## config.mk

```make
export PLATFORM = sky130hd
export DESIGN_NAME = shift_deserializer_flat
export DESIGN_NICKNAME = d
export VERILOG_FILES = /design/src/rtl/shift_deserializer_pkg.sv /design/src/rtl/shift_deserializer_if.sv /design/src/rtl/shift_accumulator.sv /design/src/rtl/shift_deserializer.sv /design/src/flat_wrapper.sv
export SDC_FILE = /design/constraint.sdc
export NUM_CORES = 1
export LEC_CHECK = 0
export ABC_CLOCK_PERIOD_IN_PS = 2690
export CORE_MARGIN = 4
export CORE_UTILIZATION = 51
export DETAILED_ROUTE_END_ITERATION = 8
export GPL_TIMING_DRIVEN = 0
export PLACE_DENSITY = 0.8
export SETUP_SLACK_MARGIN = 0.4
export SYNTH_ARGS = -nofsm -noshare
export SYNTH_HDL_FRONTEND = slang
export SYNTH_SLANG_ARGS = --single-unit
```

## constraint.sdc

```tcl
create_clock -name clk -period 2.69 [get_ports clk]
set_clock_uncertainty 0.05 [all_clocks]
set_input_delay 0.807 -clock clk [delete_from_list [all_inputs] [get_ports clk]]
set_output_delay 0.807 -clock clk [all_outputs]
set_load 0.02 [all_outputs]
```

## src/rtl/shift_deserializer_pkg.sv

```systemverilog
// -----------------------------------------------------------------------------
// shift_deserializer_pkg
// Shared definitions for the shift deserializer slice:
//   - DEFAULT_WIDTH : default word width in bits
//   - DIR_*         : encoding of the bit-order select input
//   - state_t       : output buffer state (EMPTY = no word held, FULL = word held)
// -----------------------------------------------------------------------------
package shift_deserializer_pkg;

  localparam int DEFAULT_WIDTH = 4;

  localparam logic DIR_MSB_FIRST = 1'b0;  // shift left, new bit enters LSB
  localparam logic DIR_LSB_FIRST = 1'b1;  // shift right, new bit enters MSB

  typedef enum logic {
    EMPTY = 1'b0,
    FULL  = 1'b1
  } state_t;

endpackage : shift_deserializer_pkg

```

## src/rtl/shift_deserializer_if.sv

```systemverilog
// -----------------------------------------------------------------------------
// shift_deserializer_if
// Bundles the serial input side and the parallel output side of the
// deserializer.
//   slave  : the deserializer itself (consumes bits, produces words)
//   master : the environment (drives bits, consumes words)
//
// Handshake: a word transfers on every rising clk edge where
// word_valid && word_ready are both 1. word_valid never drops without a
// transfer (or reset); word_out is stable while word_valid=1 and no transfer
// happens. The serial side has no back-pressure: a bit with bit_valid=1 is
// always consumed on that edge.
// -----------------------------------------------------------------------------
interface shift_deserializer_if #(
  parameter int WIDTH = shift_deserializer_pkg::DEFAULT_WIDTH
);
  logic             bit_in;
  logic             bit_valid;
  logic             dir;
  logic             flush;
  logic [WIDTH-1:0] word_out;
  logic             word_valid;
  logic             word_ready;
  logic             busy;
  logic             overflow;

  modport slave (
    input  bit_in, bit_valid, dir, flush, word_ready,
    output word_out, word_valid, busy, overflow
  );

  modport master (
    output bit_in, bit_valid, dir, flush, word_ready,
    input  word_out, word_valid, busy, overflow
  );
endinterface : shift_deserializer_if

```

## src/rtl/shift_accumulator.sv

```systemverilog
// -----------------------------------------------------------------------------
// shift_accumulator
// Collects serial bits into a WIDTH-bit word. The bit order is latched from
// `dir` on the first valid bit of each word and held for the rest of it.
// Ports:
//   clk, clear_b  : clock, synchronous active-low reset
//   bit_in        : serial data bit
//   bit_valid     : bit_in is consumed this cycle
//   dir           : bit order for a new word (see DIR_* in the package)
//   flush         : discard the partial word (a same-cycle bit is dropped too)
//   acc_word      : word including the current bit; meaningful when acc_done=1
//   acc_done      : 1 in the cycle the WIDTH-th valid bit is presented
//   busy          : registered, 1 while a partial word is held (counter != 0)
// -----------------------------------------------------------------------------
module shift_accumulator
  import shift_deserializer_pkg::*;
#(
  parameter int WIDTH = DEFAULT_WIDTH
) (
  input  logic             clk,
  input  logic             clear_b,
  input  logic             bit_in,
  input  logic             bit_valid,
  input  logic             dir,
  input  logic             flush,
  output logic [WIDTH-1:0] acc_word,
  output logic             acc_done,
  output logic             busy
);

  localparam int CW = (WIDTH > 2) ? $clog2(WIDTH) : 1;
  localparam logic [CW-1:0] LAST = CW'(WIDTH - 1);

  logic [WIDTH-1:0] r_acc;
  logic [CW-1:0]    r_cnt;
  logic             r_dir;
  logic             r_busy;

  logic             w_dir;
  logic             w_last;
  logic             w_take;
  logic [WIDTH-1:0] w_shift;

  // The first bit of a word uses the live dir input; later bits use the latch.
  assign w_dir   = (r_cnt == '0) ? dir : r_dir;
  assign w_shift = (w_dir == DIR_LSB_FIRST) ? {bit_in, r_acc[WIDTH-1:1]}
                                            : {r_acc[WIDTH-2:0], bit_in};
  assign w_last  = (r_cnt == LAST);
  assign w_take  = clear_b && bit_valid && !flush;

  assign acc_word = w_shift;
  assign acc_done = w_take && w_last;
  assign busy     = r_busy;

  always_ff @(posedge clk) begin
    if (!clear_b) begin
      r_acc  <= '0;
      r_cnt  <= '0;
      r_dir  <= DIR_MSB_FIRST;
      r_busy <= 1'b0;
    end else if (flush) begin
      r_acc  <= '0;
      r_cnt  <= '0;
      r_busy <= 1'b0;
    end else if (bit_valid) begin
      if (r_cnt == '0) r_dir <= dir;
      if (w_last) begin
        // Completed word leaves through acc_word; start the next one clean.
        r_acc  <= '0;
        r_cnt  <= '0;
        r_busy <= 1'b0;
      end else begin
        r_acc  <= w_shift;
        r_cnt  <= r_cnt + 1'b1;
        r_busy <= 1'b1;
      end
    end
  end

endmodule : shift_accumulator

```

## src/rtl/shift_deserializer.sv

```systemverilog
// -----------------------------------------------------------------------------
// shift_deserializer
// Serial-to-parallel converter with a one-word output buffer. The accumulator
// keeps collecting while a finished word waits in the buffer; a word that
// completes while the buffer is held and not being drained is dropped and
// sets the sticky overflow flag.
// Ports:
//   clk         : clock, rising edge
//   clear_b     : synchronous active-low reset, priority over all inputs
//   bus         : shift_deserializer_if.slave (bits in, words out, status)
//   o_dbg_state : buffer state (EMPTY/FULL) for observation
// -----------------------------------------------------------------------------
module shift_deserializer
  import shift_deserializer_pkg::*;
#(
  parameter int WIDTH = DEFAULT_WIDTH
) (
  input  logic                  clk,
  input  logic                  clear_b,
  shift_deserializer_if.slave   bus,
  output state_t                o_dbg_state
);

  logic [WIDTH-1:0] w_acc_word;
  logic             w_acc_done;
  logic             w_busy;

  state_t           r_state;
  logic [WIDTH-1:0] r_word;
  logic             r_word_valid;
  logic             r_overflow;

  shift_accumulator #(.WIDTH(WIDTH)) u_acc (
    .clk       (clk),
    .clear_b   (clear_b),
    .bit_in    (bus.bit_in),
    .bit_valid (bus.bit_valid),
    .dir       (bus.dir),
    .flush     (bus.flush),
    .acc_word  (w_acc_word),
    .acc_done  (w_acc_done),
    .busy      (w_busy)
  );

  // r_word_valid mirrors r_state so the output is a plain flop.
  always_ff @(posedge clk) begin
    if (!clear_b) begin
      r_state      <= EMPTY;
      r_word       <= '0;
      r_word_valid <= 1'b0;
      r_overflow   <= 1'b0;
    end else begin
      case (r_state)
        EMPTY: begin
          if (w_acc_done) begin
            r_word       <= w_acc_word;
            r_word_valid <= 1'b1;
            r_state      <= FULL;
          end
        end
        FULL: begin
          if (w_acc_done) begin
            if (bus.word_ready) begin
              // Old word drains and the new one takes its place in one edge.
              r_word <= w_acc_word;
            end else begin
              r_overflow <= 1'b1;
            end
          end else if (bus.word_ready) begin
            r_word_valid <= 1'b0;
            r_state      <= EMPTY;
          end
        end
        default: begin
          r_state      <= EMPTY;
          r_word_valid <= 1'b0;
        end
      endcase
    end
  end

  assign bus.word_out   = r_word;
  assign bus.word_valid = r_word_valid;
  assign bus.busy       = w_busy;
  assign bus.overflow   = r_overflow;
  assign o_dbg_state    = r_state;

endmodule : shift_deserializer
```

## src/flat_wrapper.sv

```systemverilog
// flat-port wrapper written by rule: the top's interface ports become plain ports
module shift_deserializer_flat import shift_deserializer_pkg::*;
#(
  parameter int WIDTH = DEFAULT_WIDTH
)
  (clk, clear_b, o_dbg_state, bus_bit_in, bus_bit_valid, bus_dir, bus_flush, bus_word_ready, bus_word_out, bus_word_valid, bus_busy, bus_overflow);
  shift_deserializer_if #(.WIDTH(WIDTH)) bus_i ();
  input  logic clk;
  input  logic clear_b;
  output state_t o_dbg_state;
  input wire logic [$bits(bus_i.bit_in)-1:0] bus_bit_in;
  input wire logic [$bits(bus_i.bit_valid)-1:0] bus_bit_valid;
  input wire logic [$bits(bus_i.dir)-1:0] bus_dir;
  input wire logic [$bits(bus_i.flush)-1:0] bus_flush;
  input wire logic [$bits(bus_i.word_ready)-1:0] bus_word_ready;
  output wire logic [$bits(bus_i.word_out)-1:0] bus_word_out;
  output wire logic [$bits(bus_i.word_valid)-1:0] bus_word_valid;
  output wire logic [$bits(bus_i.busy)-1:0] bus_busy;
  output wire logic [$bits(bus_i.overflow)-1:0] bus_overflow;
  assign bus_i.bit_in = bus_bit_in;
  assign bus_i.bit_valid = bus_bit_valid;
  assign bus_i.dir = bus_dir;
  assign bus_i.flush = bus_flush;
  assign bus_i.word_ready = bus_word_ready;
  assign bus_word_out = bus_i.word_out;
  assign bus_word_valid = bus_i.word_valid;
  assign bus_busy = bus_i.busy;
  assign bus_overflow = bus_i.overflow;
  shift_deserializer #(.WIDTH(WIDTH)) u_core (.clk(clk), .clear_b(clear_b), .bus(bus_i), .o_dbg_state(o_dbg_state));
endmodule
```

# Word-level counts from Yosys, hierarchy flattened
# Index checks and enable logic that the tools add are counted.
# Widths: inputs -> output; s select.
[op_classes] addsub=1 n_eq_ne=5 mux=17 bitwise_logic=4 reduce_logical=10
[ops] op="$mux 4" count=5
[ops] op="$reduce_and 3->1" count=3
[ops] op="$mux 1" count=8
[ops] op="$ne 2x2->1 const B" count=4
[ops] op="$pmux 4 s2" count=1
[ops] op="$not 1->1" count=4
[ops] op="$pmux 1 s2" count=2
[ops] op="$logic_and 1x1->1" count=3
[ops] op="$add 2x1->2 const B" count=1
[ops] op="$eq 2x2->1 const B" count=1
[ops] op="$logic_not 2->1" count=1
[ops] op="$mux 2" count=1
[ops] op="$reduce_and 2->1" count=1
[ops] op="$reduce_or 2->1" count=1
[ops] op="$logic_not 1->1" count=1
[word_totals] ff_bits=15 input_bits=7 elab_cells=45

# Logic depth before layout (Yosys ltp)
# Gate-level depths: netlist of the first run.
[depth] ltp_word=6 depth_mapped=6

# Hierarchy
# A second synthesis of the first run with hierarchy kept.
[unflattened] cells_unflattened=84 hier_area_um2=778.2
[by_module_without_submodules] module="shift_accumulator" n_inst=1 cells_per_inst=52 area_per_inst_um2=464.2 seq_area_each_um2=160.2
[by_module_without_submodules] module="shift_deserializer" n_inst=1 cells_per_inst=32 area_per_inst_um2=314.1 seq_area_each_um2=140.1

# Worst setup path after synthesis of the first run
# No wires, ideal clock.
[synth_timing] path_type="input port to flip-flop" start="in bus_flush" end="reg u_core.r_word[2], in the netlist u_core.bus.word_out[2]" setup_ns=0.128 arrival_time_ns=1.726 required_time_ns=2.512 setup_slack_ns=0.786 cell_stages=5 path_cell_list="nand4b_1 ha_1 nor2_1 and2_1 a311oi_1"
[synth_between] elab_chain_len=5 elab_cells_between_ends=6 cone_classes="eq/ne (2); reduce/logical (4)"
[synth_lines] item="start, declared" line="flat_wrapper.sv:14" rtl="input wire logic [$bits(bus_i.flush)-1:0] bus_flush;"
[synth_lines] item="$logic_not 1->1 *" line="shift_accumulator.sv:49" rtl="assign w_take = clear_b && bit_valid && !flush;"
[synth_lines] item="$logic_and 1x1->1 *" line="shift_accumulator.sv:49"
[synth_lines] item="$logic_and 1x1->1 *" line="shift_accumulator.sv:52" rtl="assign acc_done = w_take && w_last;"
[synth_lines] item="$ne 2x2->1 (no source line)"
[synth_lines] item="$reduce_and 3->1 (no source line) *"
[synth_lines] item="end signal, assigned" line="shift_deserializer.sv:56" rtl="r_word <= w_acc_word;"
[synth_lines] item="end signal, assigned" line="shift_deserializer.sv:65" rtl="r_word <= w_acc_word;"
[synth_lines] item="end, declared" line="shift_deserializer.sv:29" rtl="logic [WIDTH-1:0] r_word;"
# Every way passes the cells marked *; elsewhere a longest branch is shown, timed or not.
# A chain may end at the register's enable or synchronous reset.

# Worst setup path in the final report of the first run
# Same ends and word-level chain as after synthesis.

==> impl_metrics.env, run 1 <==
export IMPL_synth_nets=91
export IMPL_relSlewSlack_pct=69.3
export IMPL_wl_per_cell_um=12.1
export IMPL_report_final_slew_viol_count=0
export IMPL_core_area_sq_mm=0.00119
export IMPL_cts_buffer_depth=2
export IMPL_grt_pass1_vias=566
export IMPL_avgViaCountPerCell=5.50
export IMPL_max_cap_violations=0
export IMPL_ys_types=23
export IMPL_die_h_um=44.7
export IMPL_ff2ff_setup_slack_ps=1030
export IMPL_yosys_register_bits=15
export IMPL_grt_max_degree=10
export IMPL_synth_area_per_cell_sq_um=8.57
export IMPL_io_pins=15
export IMPL_peakVddDrop_v=0.000276
export IMPL_route_detailed_drc=0
export IMPL_ant_nets=0
export IMPL_seq_area_frac_synth_pct=43.8
export IMPL_fmax_mhz=462
export IMPL_hold_depth=2
export IMPL_p_comb_share_pct=10.2
export IMPL_cts_sink_count=15
export IMPL_cts_root_buf="clkbuf_4"
export IMPL_antenna_found_initial=0
export IMPL_synthToLayoutAreaGrowth_pct=29.4
export IMPL_crit_fanout=5
export IMPL_track_usage_pct=15.7
export IMPL_antenna_cells=0
export IMPL_io_buffers=14
export IMPL_run_status="complete, no violations"
export IMPL_dieWidth_um=44.7
export IMPL_final_layout_size_suffix_gt1_share_pct=11.2
export IMPL_fin_crit_ps=2160
export IMPL_startpoint_type="input pin"
export IMPL_nets=110
export IMPL_synth_edf_count=0
export IMPL_drt_pre_antenna_iters=4
export IMPL_ys_warn_count=0
export IMPL_endpoint_kind="flip-flop"
export IMPL_gp_congestion=0.730
export IMPL_rsz0062_at_grt="false"
export IMPL_drt_iter0_markers=9
export IMPL_htreeDepth=1
export IMPL_path_class="input pin to flip-flop"
export IMPL_p_sw_w=0.0000913
export IMPL_period_share_pct=80.4
export IMPL_via_count=616
export IMPL_clkPwrFrac_pct=31.8
export IMPL_hpwl_mm=1.01
export IMPL_synth_flop_cell="dfxtp_1"
export IMPL_synthArstFlopShare_pct=0
export IMPL_initial_utilization_pct=57.8
export IMPL_power_frac_seq_pct=58.0
export IMPL_die_area_sq_mm=0.00199
export IMPL_hp_class="flip-flop to flip-flop"
export IMPL_p_leak_nw=0.317
export IMPL_setup_tns_ps=0
export IMPL_n_fill_cell=99
export IMPL_synth_area_sq_um=686
export IMPL_wirelength_mm=1.36
export IMPL_rr_worst_depth=6
export IMPL_num_rows=12
export IMPL_grt_pass1_wl_mm=2.33
export IMPL_swShare_pct=23.3
export IMPL_cp_arrival_ps=2270
export IMPL_layout_setup_ws_ps=527
export IMPL_tritoncts="yes"
export IMPL_netlist_instances=80
export IMPL_p_int_w=0.000301
export IMPL_power_per_cell_area_mw_per_mm2=442
export IMPL_pre_cts_ws_ps=39.6
export IMPL_clk_latency_ps=270
export IMPL_finalSetupViolations=0
export IMPL_clkTransAtPathRegs_ps=80
export IMPL_grt_ovfl_total=0
export IMPL_critPathRequiredTime_ps=2800
export IMPL_finalHoldViolCount=0
export IMPL_cts_inserted_buffers=3
export IMPL_worst_pin_slew_ps=452
## worst paths after layout
| path | start | to |
|---|---|---|
| setup / recovery | bus_flush | u_core.bus.word_out[2]$_SDFFE_PN0P_ |
| hold / removal | u_core.bus.overflow$_SDFFE_PN0P_ | u_core.bus.overflow$_SDFFE_PN0P_ |
| setup reg to reg | u_core.u_acc.r_cnt[1]$_SDFFE_PP0P_ | u_core.bus.word_out[2]$_SDFFE_PN0P_ |
| hold reg to reg | u_core.bus.overflow$_SDFFE_PN0P_ | u_core.bus.overflow$_SDFFE_PN0P_ |
## critical path, cell delays in order
cell,delay (ps)
clkdlybuf4s50_1,450
nand4b_1,300
ha_2,270
nor2_4,140
and2_1,210
a311oi_1,110
## metrics by stage
step / area [sq um] / total power (W) / utilization [%] / hold WS [ps] / std cells
3_5_place_dp: 843 / 0.000272 / 71.1 / 398 / 108
2_1_floorplan: 686 / 0.000255 / - / 419 / 80
4_1_cts: 872 / 0.000395 / 73.5 / 410 / 112
5_1_grt: 887 / 0.000409 / 74.8 / 464 / 112
6_report: 887 / 0.000392 / 74.8 / 408 / 112
3_3_place_gp: 843 / 0.000272 / 71.1 / 389 / 108
## per-layer routing
metal / routed length [um] / global-route usage [%] / share of wire (%) / vias up
met2: 659 / 25.8 / 49 / 10
met3: 56 / 3.66 / 4.1 / 2
li1: - / - / - / 322
met5: 0 / 0 / 0 / -
met4: 9 / 5.42 / 0.66 / 0
met1: 630 / 19.8 / 46 / 282
## power groups by stage
| stage | logic (W) | registers [W] | clock network [W] |
|---|---|---|---|
| 5_1_grt | 0.0000440 | 0.000228 | 0.000137 |
| 4_1_cts | 0.0000402 | 0.000227 | 0.000128 |
| 3_3_place_gp | 0.0000394 | 0.000232 | 0 |
| 6_report | 0.0000401 | 0.000227 | 0.000125 |
| 2_1_floorplan | 0.0000215 | 0.000233 | 0 |
| 3_5_place_dp | 0.0000400 | 0.000232 | 0 |
## sequential cells by signal (all words and copies together) (netlist names)
signal and flops:
u_core.u_acc.r_cnt 2, u_core.u_acc.r_dir 1, u_core.bus.word_valid 1, u_core.bus.word_out 4
u_core.o_dbg_state 1, u_core.u_acc.r_acc 4, u_core.bus.overflow 1, u_core.u_acc.busy 1
## kinds of logic after synthesis
logic type	share of synthesized area [%]
AND/OR/NAND/NOR	22.1
AO/OA/AOI/OAI	16.8
flip-flops	43.8
buffers and inverters	3.47
multiplexers	6.57
adder cells (fa/ha/maj)	7.30
## Yosys cell counts, types with 2 or more instances
library cell	count	area share, %
a21oi_1	5	3.6
a311oi_1	4	5.1
a31oi_1	4	3.6
dfxtp_1	15	44
ha_1	4	7.3
inv_1	3	1.6
inv_2	2	1.1
mux2i_1	2	2.9
nand2_1	14	7.7
nand2b_1	2	1.8
nand3_1	8	5.8
nor2_1	5	2.7
o21ai_1	2	1.5
## repair_timing
item,4_1_cts,5_1_grt
buffers inserted,0,0
hold buffers,0,0
gates cloned,0,0
gates resized for setup,1,5
pin swaps,0,2
setup endpoints to repair,4,4
## final cells by class
class / count / area (sq um) / share of cell area [%]
multi-input combinational: 59 / 374 / 42.2
timing repair buffer: 14 / 145 / 16.4
sequential: 15 / 300 / 33.9
buffer: 1 / 5.00 / 0.564
tap: 14 / 17.5 / 1.97
clock buffer: 4 / 26.3 / 2.96
inverter: 5 / 18.8 / 2.12
## cells in the final DEF (no fill, tap or decap), types with 2 or more instances in the layout
cell             count
clkdlybuf4s50_1     12
clkbuf_4             3
dfxtp_1             15
ha_1                 2
nand2_1             14
a311oi_1             4
a21oi_1              5
nor2_1               4
dlymetal6s2s_1       2
inv_2                2
inv_1                3
o21ai_1              2
nand2b_1             2
ha_2                 2
nand3_1              8
a31oi_1              4
mux2i_1              2
No activity file was read; power rests on OpenSTA's default activity.
==> run 2: changes to the inputs <==
- ABC_CLOCK_PERIOD_IN_PS: 2690 -> 2050
- CORE_UTILIZATION: 51 -> 47
- PLACE_DENSITY: 0.8 -> 0.75
- clock period: 2.69 -> 2.05 ns (I/O delays scaled with it)
==> impl_metrics.env, run 2 (same netlist as run 1, synthesis figures left out) <==
export IMPL_initial_utilization_pct=51.4
export IMPL_ant_nets=0
export IMPL_io_pins=15
export IMPL_die_h_um=46.2
export IMPL_max_cap_violations=0
export IMPL_cp_top_family="flip-flops"
export IMPL_cts_buffer_depth=2
export IMPL_grt_max_degree=10
export IMPL_clk_latency_ps=290
export IMPL_cts_sink_count=15
export IMPL_swShare_pct=26.0
export IMPL_core_area_sq_mm=0.00133
export IMPL_gp_congestion=0.755
export IMPL_cts_root_buf="clkbuf_4"
export IMPL_period_share_pct=79.1
export IMPL_grt_pass1_vias=616
export IMPL_p_leak_nw=0.331
export IMPL_die_area_sq_mm=0.00213
export IMPL_critPathRequiredTime_ps=1380
export IMPL_htreeDepth=1
export IMPL_stdcell_area_sq_um=910
export IMPL_crit_slowest_cell="dfxtp_1"
export IMPL_power_frac_seq_pct=56.6
export IMPL_avgViaCountPerCell=5.56
export IMPL_post_route_util_pct=68.2
export IMPL_rsz0062_at_grt="true"
export IMPL_fin_crit_ps=1620
export IMPL_final_common_cell="nand2_1"
export IMPL_clkTransAtPathRegs_ps=110
export IMPL_path_class="flip-flop to output port"
export IMPL_cts_inserted_buffers=3
export IMPL_run_status="complete, no violations"
export IMPL_num_rows=13
export IMPL_relSlewSlack_pct=80.5
export IMPL_wl_per_cell_um=13.8
export IMPL_worst_pin_slew_ps=287
export IMPL_fmax_mhz=617
export IMPL_stdcell_count=115
export IMPL_dieWidth_um=46.2
export IMPL_antenna_cells=0
export IMPL_tritoncts="yes"
export IMPL_route_detailed_drc=0
export IMPL_p_comb_share_pct=10.2
export IMPL_crit_fanout=2
export IMPL_p_int_w=0.000392
export IMPL_report_final_slew_viol_count=0
export IMPL_drt_pre_antenna_iters=4
export IMPL_ff2ff_setup_slack_ps=460
export IMPL_drt_iter0_markers=14
export IMPL_power_per_cell_area_mw_per_mm2=582
export IMPL_io_buffers=14
export IMPL_antenna_found_initial=0
export IMPL_final_layout_size_suffix_gt1_share_pct=27.0
export IMPL_crit_path_max_incr_delay_ps=360
export IMPL_peakVddDrop_v=0.000311
export IMPL_track_usage_pct=16.9
export IMPL_synthToLayoutAreaGrowth_pct=32.7
export IMPL_setup_tns_ps=0
export IMPL_place_area_sq_um=852
export IMPL_cp_arrival_ps=960
export IMPL_p_sw_w=0.000137
export IMPL_wirelength_mm=1.58
export IMPL_endpoint_kind="output port"
export IMPL_startpoint_type="flip-flop"
export IMPL_finalSetupViolations=0
export IMPL_hp_class="flip-flop to flip-flop"
export IMPL_path_buf_inv=1
export IMPL_nets=112
export IMPL_clkPwrFrac_pct=33.2
export IMPL_hpwl_mm=1.05
export IMPL_crit_chain="clkdlybuf4s15_1"
export IMPL_finalHoldViolCount=0
export IMPL_post_place_cells=109
export IMPL_hold_buffers=0
export IMPL_grt_ovfl_total=0
export IMPL_grt_pass1_wl_mm=2.61
export IMPL_final_cell_mix="nand2_1, dfxtp_1, nand3_1"
export IMPL_via_count=639
==> run 2: cell count changes in the layout (fill, tap and decap cells not counted), sizes merged <==
cell           previous run  this run
clkdlybuf4s50            12         3
buf                       1         4
dlymetal6s2s              2         0
clkinv                    0         1
clkdlybuf4s15             0         5
clkbuf                    4         8
==> run 2: repair_timing <==
action,CTS,global route
gates resized for setup,21,19
endpoints found under the setup margin,14,12
pin swaps,8,5
buffers inserted,1,1
==> run 2: worst paths after layout <==
kind	from	endpoint	depth (start not counted)
max	u_core.bus.word_out[3]$_SDFFE_PN0P_	bus_word_out[3]	1
min	u_core.bus.overflow$_SDFFE_PN0P_	u_core.bus.overflow$_SDFFE_PN0P_	2
max reg2reg	u_core.u_acc.r_cnt[0]$_SDFFE_PP0P_	u_core.bus.word_out[1]$_SDFFE_PN0P_	6
min reg2reg	u_core.bus.overflow$_SDFFE_PN0P_	u_core.bus.overflow$_SDFFE_PN0P_	2
==> run 2: tightest hold or removal path, cell delays in order (launching register included) <==
cell and delay [ps]:
dfxtp_1 320, nand2_1 50, o21ai_1 50
==> run 2: power by group through the flow <==
stage | Sequential (W) | Clock (W) | Combinational, W
2_1_floorplan | 0.000306 | 0 | 0.0000282
3_5_place_dp | 0.000305 | 0 | 0.0000530
4_1_cts | 0.000299 | 0.000174 | 0.0000531
6_report | 0.000300 | 0.000176 | 0.0000537
5_1_grt | 0.000300 | 0.000188 | 0.0000594
3_3_place_gp | 0.000305 | 0 | 0.0000520
==> run 2: cell type report <==
class                           count  area (sq um)
Inverter                            5          18.8
Tap cell                           15          18.8
Clock inverter                      1          5.00
Multi-Input combinational cell     59           412
Sequential cell                    15           303
Fill cell                         123           424
Timing Repair Buffer               16           125
Buffer                              1          5.00
Clock buffer                        3          22.5
==> run 2: stage by stage <==
stage,hold WS (ps),total power [W],setup WS [ps]
finish,408,0.000529,429
global placement,392,0.000357,-313
detailed placement,400,0.000358,-345
global route,433,0.000548,366
floorplan,419,0.000334,409
CTS,406,0.000526,364
==> run 2: per-layer routing <==
layer  part of all wire [%]  track usage, %  up-vias
met5                      0               0        -
met4                    2.8            7.95        0
met3                    6.1            3.52        8
met2                     47            28.0       24
met1                     44            20.4      283
li1                       -               -      324
